`src/rtl/mp_add_seq_pkg.sv`:
```
`default_nettype none
// ============================================================================
//  Module      : mp_add_seq_pkg
//  Description : Shared definitions for the multi-precision add/subtract
//                sequencer: FSM state encoding and slice-index width helper.
//  Revision    : 1.0 - initial release
// ============================================================================
package mp_add_seq_pkg;

    // Sequencer states, explicit 2-bit encoding
    typedef enum logic [1:0] {
        ST_IDLE = 2'd0,
        ST_RUN  = 2'd1,
        ST_DONE = 2'd2
    } state_e;

    // Width of the slice index register; at least one bit even when K == 1
    function automatic int idx_width(input int k);
        return (k > 1) ? $clog2(k) : 1;
    endfunction

endpackage : mp_add_seq_pkg
`default_nettype wire

```
`src/rtl/rca_nbit.sv`:
```
`default_nettype none
// ============================================================================
//  Module      : rca_nbit
//  Description : n-bit ripple-carry adder slice (purely combinational).
//  Ports       : a, b  - n-bit addends
//                cin   - carry into bit 0
//                sum   - n-bit sum
//                cout  - carry out of bit n-1
//  Revision    : 1.0 - initial release
// ============================================================================
module rca_nbit #(
    parameter int n = 4
) (
    input  logic [n-1:0] a,
    input  logic [n-1:0] b,
    input  logic         cin,
    output logic [n-1:0] sum,
    output logic         cout
);

    logic [n:0] w_carry;

    assign w_carry[0] = cin;

    generate
        for (genvar gi = 0; gi < n; gi++) begin : g_bit
            assign sum[gi]        = a[gi] ^ b[gi] ^ w_carry[gi];
            assign w_carry[gi+1]  = (a[gi] & b[gi]) | (w_carry[gi] & (a[gi] ^ b[gi]));
        end
    endgenerate

    assign cout = w_carry[n];

endmodule : rca_nbit
`default_nettype wire

```
`src/rtl/mp_add_seq.sv`:
```
`default_nettype none
// ============================================================================
//  Module      : mp_add_seq
//  Description : Multi-cycle W-bit (W = N*K) add/subtract sequencer. One
//                N-bit ripple-carry slice is reused over K cycles with the
//                carry held in a register between slices.
//  Ports       : clk, rst_n           - clock, async active-low reset
//                in_valid/in_ready    - request handshake
//                a, b, cin, sub       - operation (sub=1: a-b, else a+b+cin)
//                out_valid/out_ready  - result handshake
//                sum, cout, ovf       - result, carry (no-borrow), overflow
//  Revision    : 1.0 - initial release
// ============================================================================
module mp_add_seq
    import mp_add_seq_pkg::*;
#(
    parameter int N = 4,
    parameter int K = 4
) (
    input  logic             clk,
    input  logic             rst_n,
    input  logic             in_valid,
    output logic             in_ready,
    input  logic [N*K-1:0]   a,
    input  logic [N*K-1:0]   b,
    input  logic             cin,
    input  logic             sub,
    output logic             out_valid,
    input  logic             out_ready,
    output logic [N*K-1:0]   sum,
    output logic             cout,
    output logic             ovf
);

    localparam int W     = N * K;
    localparam int IDX_W = idx_width(K);
    localparam logic [IDX_W-1:0] c_last_idx = IDX_W'(K - 1);

    state_e             state_q, state_d;
    logic [W-1:0]       a_q, a_d;
    logic [W-1:0]       b_q, b_d;       // b already inverted for subtract
    logic               carry_q, carry_d;
    logic [IDX_W-1:0]   idx_q, idx_d;
    logic [W-1:0]       sum_q, sum_d;
    logic               cout_q, cout_d;
    logic               ovf_q, ovf_d;

    logic [31:0]        w_base;
    logic [N-1:0]       w_a_slice;
    logic [N-1:0]       w_b_slice;
    logic [N-1:0]       w_slice_sum;
    logic               w_slice_cout;
    logic               w_last;

    assign w_base    = 32'(idx_q) * 32'(N);
    assign w_a_slice = a_q[w_base +: N];
    assign w_b_slice = b_q[w_base +: N];
    assign w_last    = (idx_q == c_last_idx);

    rca_nbit #(
        .n    (N)
    ) u_rca (
        .a    (w_a_slice),
        .b    (w_b_slice),
        .cin  (carry_q),
        .sum  (w_slice_sum),
        .cout (w_slice_cout)
    );

    always_ff @(posedge clk or negedge rst_n) begin
        if (!rst_n) begin
            state_q <= ST_IDLE;
            a_q     <= '0;
            b_q     <= '0;
            carry_q <= 1'b0;
            idx_q   <= '0;
            sum_q   <= '0;
            cout_q  <= 1'b0;
            ovf_q   <= 1'b0;
        end else begin
            state_q <= state_d;
            a_q     <= a_d;
            b_q     <= b_d;
            carry_q <= carry_d;
            idx_q   <= idx_d;
            sum_q   <= sum_d;
            cout_q  <= cout_d;
            ovf_q   <= ovf_d;
        end
    end

    always_comb begin
        state_d = state_q;
        a_d     = a_q;
        b_d     = b_q;
        carry_d = carry_q;
        idx_d   = idx_q;
        sum_d   = sum_q;
        cout_d  = cout_q;
        ovf_d   = ovf_q;

        case (state_q)
            ST_IDLE: begin
                if (in_valid) begin
                    // Subtraction is a + ~b + 1: invert b and force carry-in
                    a_d     = a;
                    b_d     = sub ? ~b : b;
                    carry_d = sub ? 1'b1 : cin;
                    idx_d   = '0;
                    state_d = ST_RUN;
                end
            end
            ST_RUN: begin
                sum_d[w_base +: N] = w_slice_sum;
                carry_d            = w_slice_cout;
                idx_d              = idx_q + IDX_W'(1);
                if (w_last) begin
                    // Top slice holds the sign bits of both operands and result
                    cout_d  = w_slice_cout;
                    ovf_d   = (w_a_slice[N-1] == w_b_slice[N-1]) &&
                              (w_slice_sum[N-1] != w_a_slice[N-1]);
                    idx_d   = '0;
                    state_d = ST_DONE;
                end
            end
            ST_DONE: begin
                if (out_ready) begin
                    state_d = ST_IDLE;
                end
            end
            default: begin
                state_d = ST_IDLE;
            end
        endcase
    end

    assign in_ready  = (state_q == ST_IDLE);
    assign out_valid = (state_q == ST_DONE);
    assign sum       = sum_q;
    assign cout      = cout_q;
    assign ovf       = ovf_q;

endmodule : mp_add_seq
`default_nettype wire
```
`config.mk`:
```
export PLATFORM = sky130hd
export DESIGN_NAME = mp_add_seq
export DESIGN_NICKNAME = d
export VERILOG_FILES = /design/src/rtl/mp_add_seq_pkg.sv /design/src/rtl/rca_nbit.sv /design/src/rtl/mp_add_seq.sv
export SDC_FILE = /design/constraint.sdc
export NUM_CORES = 1
export LEC_CHECK = 0
export BUFFER_PORTS_ARGS = -buffer_cell sky130_fd_sc_hd__buf_2
export CAP_MARGIN = 10
export CELL_PAD_IN_SITES_DETAIL_PLACEMENT = 0
export CELL_PAD_IN_SITES_GLOBAL_PLACEMENT = 1
export CORE_ASPECT_RATIO = 1.4
export CORE_MARGIN = 1
export CORE_UTILIZATION = 35
export CTS_BUF_LIST = sky130_fd_sc_hd__clkbuf_2 sky130_fd_sc_hd__clkbuf_4 sky130_fd_sc_hd__clkbuf_8
export DETAILED_ROUTE_END_ITERATION = 7
export PLACE_DENSITY = 0.67
export SLEW_MARGIN = 30
export SYNTH_ARGS = -nofsm -noshare
export SYNTH_HDL_FRONTEND = slang
export SYNTH_HIERARCHICAL = 1
export SYNTH_SLANG_ARGS = --single-unit
```
`constraint.sdc`:
```
create_clock -name clk -period 4.4 [get_ports clk]
set_input_delay 0.88 -clock clk [delete_from_list [all_inputs] [get_ports clk]]
set_output_delay 0.88 -clock clk [all_outputs]
set_load 0.02 [all_outputs]
```
Yosys cells after proc, flatten, opt, wreduce, memory -nomap -nowiden
Cells that the tools add are included.
{"block": "totals", "regBits": 55, "in_bits": 38, "out_inout_bits": 20, "wordCells": 62}
{"block": "classes", "addsub": 2, "eq_ne": 8, "shift": 4, "n_mux": 12, "bitwise": 21, "reduce_logical": 7}
{"op": "$neg 4->34", "count": 1}
{"op": "$shift 4x34->16 const A", "count": 1}
{"op": "$shiftx 4x34->16", "count": 1}
{"op": "$shiftx 16x5->4", "count": 2}
{"op": "$bwmux 16", "count": 1}
{"op": "$mux 16", "count": 1}
{"op": "$not 16->16", "count": 1}
{"op": "$mux 2", "count": 5}
{"op": "$and 1x1->1", "count": 8}
{"op": "$xor 1x1->1", "count": 8}
{"op": "$pmux 2 s3", "count": 1}
{"op": "$reduce_and 2->1", "count": 3}
{"op": "$eq 2x2->1 const B", "count": 2}
{"op": "$ne 2x2->1 const B", "count": 2}
{"op": "$or 1x1->1", "count": 4}
{"op": "$pmux 2 s2", "count": 1}
{"op": "$reduce_and 3->1", "count": 1}
{"op": "$add 2x1->2 const B", "count": 1}
{"op": "$eq 2x1->1 const B", "count": 1}
{"op": "$logic_not 2->1", "count": 1}
{"op": "$mux 1", "count": 2}
{"op": "$ne 2x1->1 const B", "count": 1}
{"op": "$pmux 1 s2", "count": 1}
{"op": "$reduce_bool 2->1", "count": 1}
{"op": "other kinds (3)", "count": 3}

Logic depth before layout (Yosys ltp)
{"block": "depth", "ltp_word": 11, "mapped_depth": 13, "ltp_nobuf": 12}

Cells and area by module
Netlist, hierarchy kept.
{"module": "mp_add_seq", "n_inst": 1, "cells_each": 239, "area_each_um2": 2526.2, "seq_area_each_um2": 1376.3}
{"module": "rca_nbit", "n_inst": 1, "cells_each": 14, "area_each_um2": 117.6, "seq_area_each_um2": 0.0}

Least setup slack after synthesis
Ideal clock, no wire load.
{"block": "synth_path", "path_type": "reg-to-reg", "from": "register idx_q[0]", "to": "register ovf_q (netlist: ovf)", "setup_time_ps": 124, "arrival_time_ps": 3191, "slack_ps": 1085, "stages_incl_launch_ff": 14, "synth_period_minus_slack_ps": 3315, "cell_sequence": "dfrtp_1 > buf_4 > mux4_2 > fa_1 > inv_1 > fa_1 > inv_1 > fa_1 > inv_1 > fa_1 > inv_1 > inv_1 > and3_1 > o31a_1"}
{"block": "synth_via", "elab_chain_len": 11, "elab_cells_between_ends": 21, "cone_classes": "eq/ne (3); shift (2); bitwise (14); reduce/logical (2)"}
{"element": "start, declared", "line_no": "mp_add_seq.sv:43", "text": "logic [IDX_W-1:0] idx_q, idx_d;"}
{"element": "start signal, assigned", "line_no": "mp_add_seq.sv:85", "text": "idx_q <= idx_d;"}
{"element": "$shiftx 16x5->4 (*)", "line_no": "mp_add_seq.sv:56", "text": "assign w_a_slice = a_q[w_base +: N];"}
{"element": "named net w_a_slice[0]", "line_no": "mp_add_seq.sv:49", "text": "logic [N-1:0] w_a_slice;"}
{"element": "$xor 1x1->1", "line_no": "rca_nbit.sv:28", "text": "assign w_carry[gi+1] = (a[gi] & b[gi]) | (w_carry[gi] & (a[gi] ^ b[gi]));"}
{"element": "$and 1x1->1", "line_no": "rca_nbit.sv:28"}
{"element": "$or 1x1->1 (*)", "line_no": "rca_nbit.sv:28"}
{"element": "$and 1x1->1 (*)", "line_no": "rca_nbit.sv:28"}
{"element": "$or 1x1->1 (*)", "line_no": "rca_nbit.sv:28"}
{"element": "$and 1x1->1 (*)", "line_no": "rca_nbit.sv:28"}
{"element": "$or 1x1->1 (*)", "line_no": "rca_nbit.sv:28"}
{"element": "$xor 1x1->1 (*)", "line_no": "rca_nbit.sv:27", "text": "assign sum[gi] = a[gi] ^ b[gi] ^ w_carry[gi];"}
{"element": "named net w_slice_sum[3]", "line_no": "mp_add_seq.sv:51", "text": "logic [N-1:0] w_slice_sum;"}
{"element": "$ne 1x1->1 (*)", "line_no": "mp_add_seq.sv:121", "text": "(w_slice_sum[N-1] != w_a_slice[N-1]);"}
{"element": "$logic_and 1x1->1 (*)", "line_no": "mp_add_seq.sv:120", "text": "ovf_d = (w_a_slice[N-1] == w_b_slice[N-1]) &&"}
{"element": "end signal, assigned", "line_no": "mp_add_seq.sv:88", "text": "ovf_q <= ovf_d;"}
{"element": "end, declared", "line_no": "mp_add_seq.sv:46", "text": "logic ovf_q, ovf_d;"}
The timed path passes the listed nets; every way through them passes the cells marked *.
A chain may end at the register's enable or synchronous reset.

Worst setup path after layout
{"block": "layout_path", "from": "register idx_q[1]", "to": "register ovf_q (netlist: ovf)"}
The elaborated chain is that of the path after synthesis.

==> metrics.csv <==
stage,metric,value,unit
final_layout,Final #Nets,354,
final_layout,FF+latch area,1380,um^2
sta,clock skew,0.00489,ns
route,Post-DRT Antenna Nets,0,
global_routing,initial antenna violation count,0,
worst_setup_path,Critical Path AT,3.47,ns
worst_setup_path,Critical-path top delay cell,dfrtp_1,
global_routing,first-pass GRT wire length,9160,um
global_routing,gr usage total,15.7,%
clocking,H-tree depth,2,
hold_path,Hold Path End,a_q[12],
sta,final hold viol count,0,
floorplanning,core box area,7310,um^2
final_layout,Layout area overhead,17.0,%
hold_path,Cells on Worst Hold Path,2,
synth,Synth Instances,253,
placement,Routability Congestion,0.732,
sta,Setup-failing EPs final,0,
worst_setup_path,worst reg-to-reg path cell count,12,
hold_path,worst hold path type,flop to flop,
sta,Final WS setup,1.13,ns
synth,cell area after synthesis,2640,um^2
clocking,Clock Tree Buf Depth,2,
clocking,total CTS buffers,5,
worst_setup_path,crit-path leading delay family,adder cells,
clocking,Clock Latency Late Sink,0.30,ns
floorplanning,top-level port count,58,
synth,cell taking the most area after synthesis,dfrtp_1,
route,drt drc,0,
synth,"top cells by area, synth","dfrtp_1 52%, nand2_1 11%, mux4_2 6.8%, xnor2_1 5.3%, o21ai_0 4.2%",
clocking,CTS resizes,0,
sta,Max Slew Vio Count,0,
floorplanning,std cell rows,37,
final_layout,highest-count cells in the layout ignoring fill and taps,"75 x nand2_1, 57 x buf_2, 55 x dfrtp_1, 22 x o21ai_0, 17 x inv_1",
floorplanning,Starting Density,36.1,%
worst_setup_path,Crit path buffers/inverters,5,
clocking,TritonCTS clock tree,built,
route,DRT Wirelength,5550,um
sta,period utilization,74.3,%
floorplanning,Die Width,75.5,um
route,Vias/cell,4.64,
clocking,clock root buffer master,clkbuf_8,
synth,"flops & latches, synth",55,
placement,PortBufs,57,
worst_setup_path,Crit path top cell by count,inv_1,
floorplanning,DIE AREA,7910,um^2
pwr,maximum vdd drop,0.276,mV
route,DR pass1 iterations,4,
synth,syn nets,300,
synth,post-synth top area share,52.1,%
clocking,Hold Buf Count CTS,0,
final_layout,Antenna Cells,0,
worst_setup_path,reg-to-reg critical path startpoint,idx_q[1],
sta,f_max,0.306,GHz
global_routing,GR Overflow Total,0,
clocking,"Clk pin slew, worst setup/hold paths",0.09,ns
clocking,Post-CTS Setup Bufs,0,
worst_setup_path,CP Class,flop to flop,
hold_path,HP Start,a_q[12],
status,status,finished clean,
worst_setup_path,CP peak stage delay,0.63,ns
worst_setup_path,CP Capture Type,flop,
synth,mean post-synth cell area,10.4,um^2
sta,setup TNS,0,ns
final_layout,layout cells sized above 1,24.8,%
synth,post-synthesis sequential area ratio,52.1,%
route,1st-iter DRT viols,81,
worst_setup_path,crit-path cells,mux4_2 -> fa_1 -> inv_1 -> fa_1 -> inv_1 -> fa_1 -> inv_1 -> fa_1 -> inv_1 -> inv_1 -> and3_1 -> o31a_1,
sta,Tmin final,3.27,ns
placement,dpl hpwl,4170,um
pwr,Leakage,1.55,nW
global_routing,pin count of the biggest net entering global routing,52,
worst_setup_path,CP required,4.60,ns
pwr,Cell Pwr Density,766,nW/um^2
sta,Worst-Margin Slew,0.716,ns
worst_setup_path,crit path launch type,flop,
sta,RSZ-0062 raised after global routing,no,
route,WL/cell,13.8,um
clocking,CTS Sinks,55,
job,Max Cap Viol,0,
worst_setup_path,R2R setup slack,1.13,ns
final_layout,area of the multi-input gates,1150,um^2
floorplanning,Die H,105,um
route,vias,1868,
final_layout,"commonest non-fill, non-tap cell in the layout",nand2_1,
global_routing,vias in the first global route,1870,
worst_setup_path,RR Endpoint,ovf,
synth,library cells used by synthesis,30,
sta,relative slew slack,52.2,%
final_layout,Post-Layout Inst Area,3090,um^2
placement,area post-placement,3020,um^2
worst_setup_path,Worst Path Max Fanout,11,
synth,Syn. warnings,6,
final_layout,fill count,807,
placement,pre-CTS setup slack,1.08,ns
==> per-layer routing <==
layer,share of wire (%),global-route usage (%)
met1,43,19.4
met2,52,26.3
met3,3.1,2.99
met4,1.7,5.95
met5,0,0
==> kinds of logic (layout without fill, tap and decap cells) <==
kind of cell / count (synthesis) / after routing / synth area share (%)
adder cells (fa/ha/maj): 9 / 9 / 5.40
AO/OA/AOI/OAI: 38 / 38 / 9.23
XOR/XNOR: 16 / 16 / 5.30
flip-flops: 55 / 55 / 52.1
multiplexers: 9 / 9 / 7.24
AND/OR/NAND/NOR: 96 / 96 / 16.0
buffers and inverters: 30 / 83 / 4.73
==> Yosys cell counts, drive strengths merged <==
cell type	count
o21ai	23
fa	4
nand3b	3
mux4	8
o2bb2ai	4
nor3	1
nor4b	2
nand2	75
a22o	8
mux2	1
nor4	1
o31ai	2
nor2b	1
dfrtp	55
nand4	1
and3	1
nand2b	4
clkbuf	5
ha	5
nor2	1
nand3	3
or3b	1
nor3b	2
buf	8
inv	17
xnor2	16
o31a	1
==> through the flow <==
step                total power, mW  utilization, %  std cells  hold slack (ns)
finish                         2.37            42.3        403            0.477
global route                   2.61            42.3        403            0.499
CTS                            2.41            42.3        403            0.482
detailed placement             2.14            41.3        397            0.459
global placement               2.12            41.2        397            0.458
floorplan                      1.76               -        253            0.440
==> where the power goes <==
| group | internal [mW] | leakage [nW] | switching [mW] |
|---|---|---|---|
| logic | 0.484 | 0.808 | 0.729 |
| clock network | 0.113 | 0.0406 | 0.156 |
| registers | 0.732 | 0.704 | 0.157 |
==> state kept, by name (all words and copies together), names as in the netlist <==
register  count
idx_q         2
ovf           1
state_q       2
a_q          16
sum          16
cout          1
carry_q       1
b_q          16
==> area by class of cell <==
type                            instances  share of cell area [%]
Sequential cell                        55                    44.5
Inverter                               17                    2.06
Clock buffer                            6                    2.47
Timing Repair Buffer                   60                    9.95
Multi-Input combinational cell        168                    37.1
Tap cell                               97                    3.92
==> worst min-delay path, stage by stage (launching register included) <==
cell     delay [ns]
dfrtp_1        0.35
nand2_1        0.05
nand2_1        0.05
==> worst max path at each step <==
stage	end	from	slack (ns)	depth (start not counted)
final	ovf	idx_q[1]	1.13	12
after global routing	ovf	idx_q[1]	0.92	12
after CTS	ovf	idx_q[1]	1.08	12
after detailed placement	ovf	idx_q[1]	1.08	12
after global placement	ovf	idx_q[1]	1.20	12
after floorplan	ovf	idx_q[0]	1.08	13
Power figures use the tool's default switching activity.
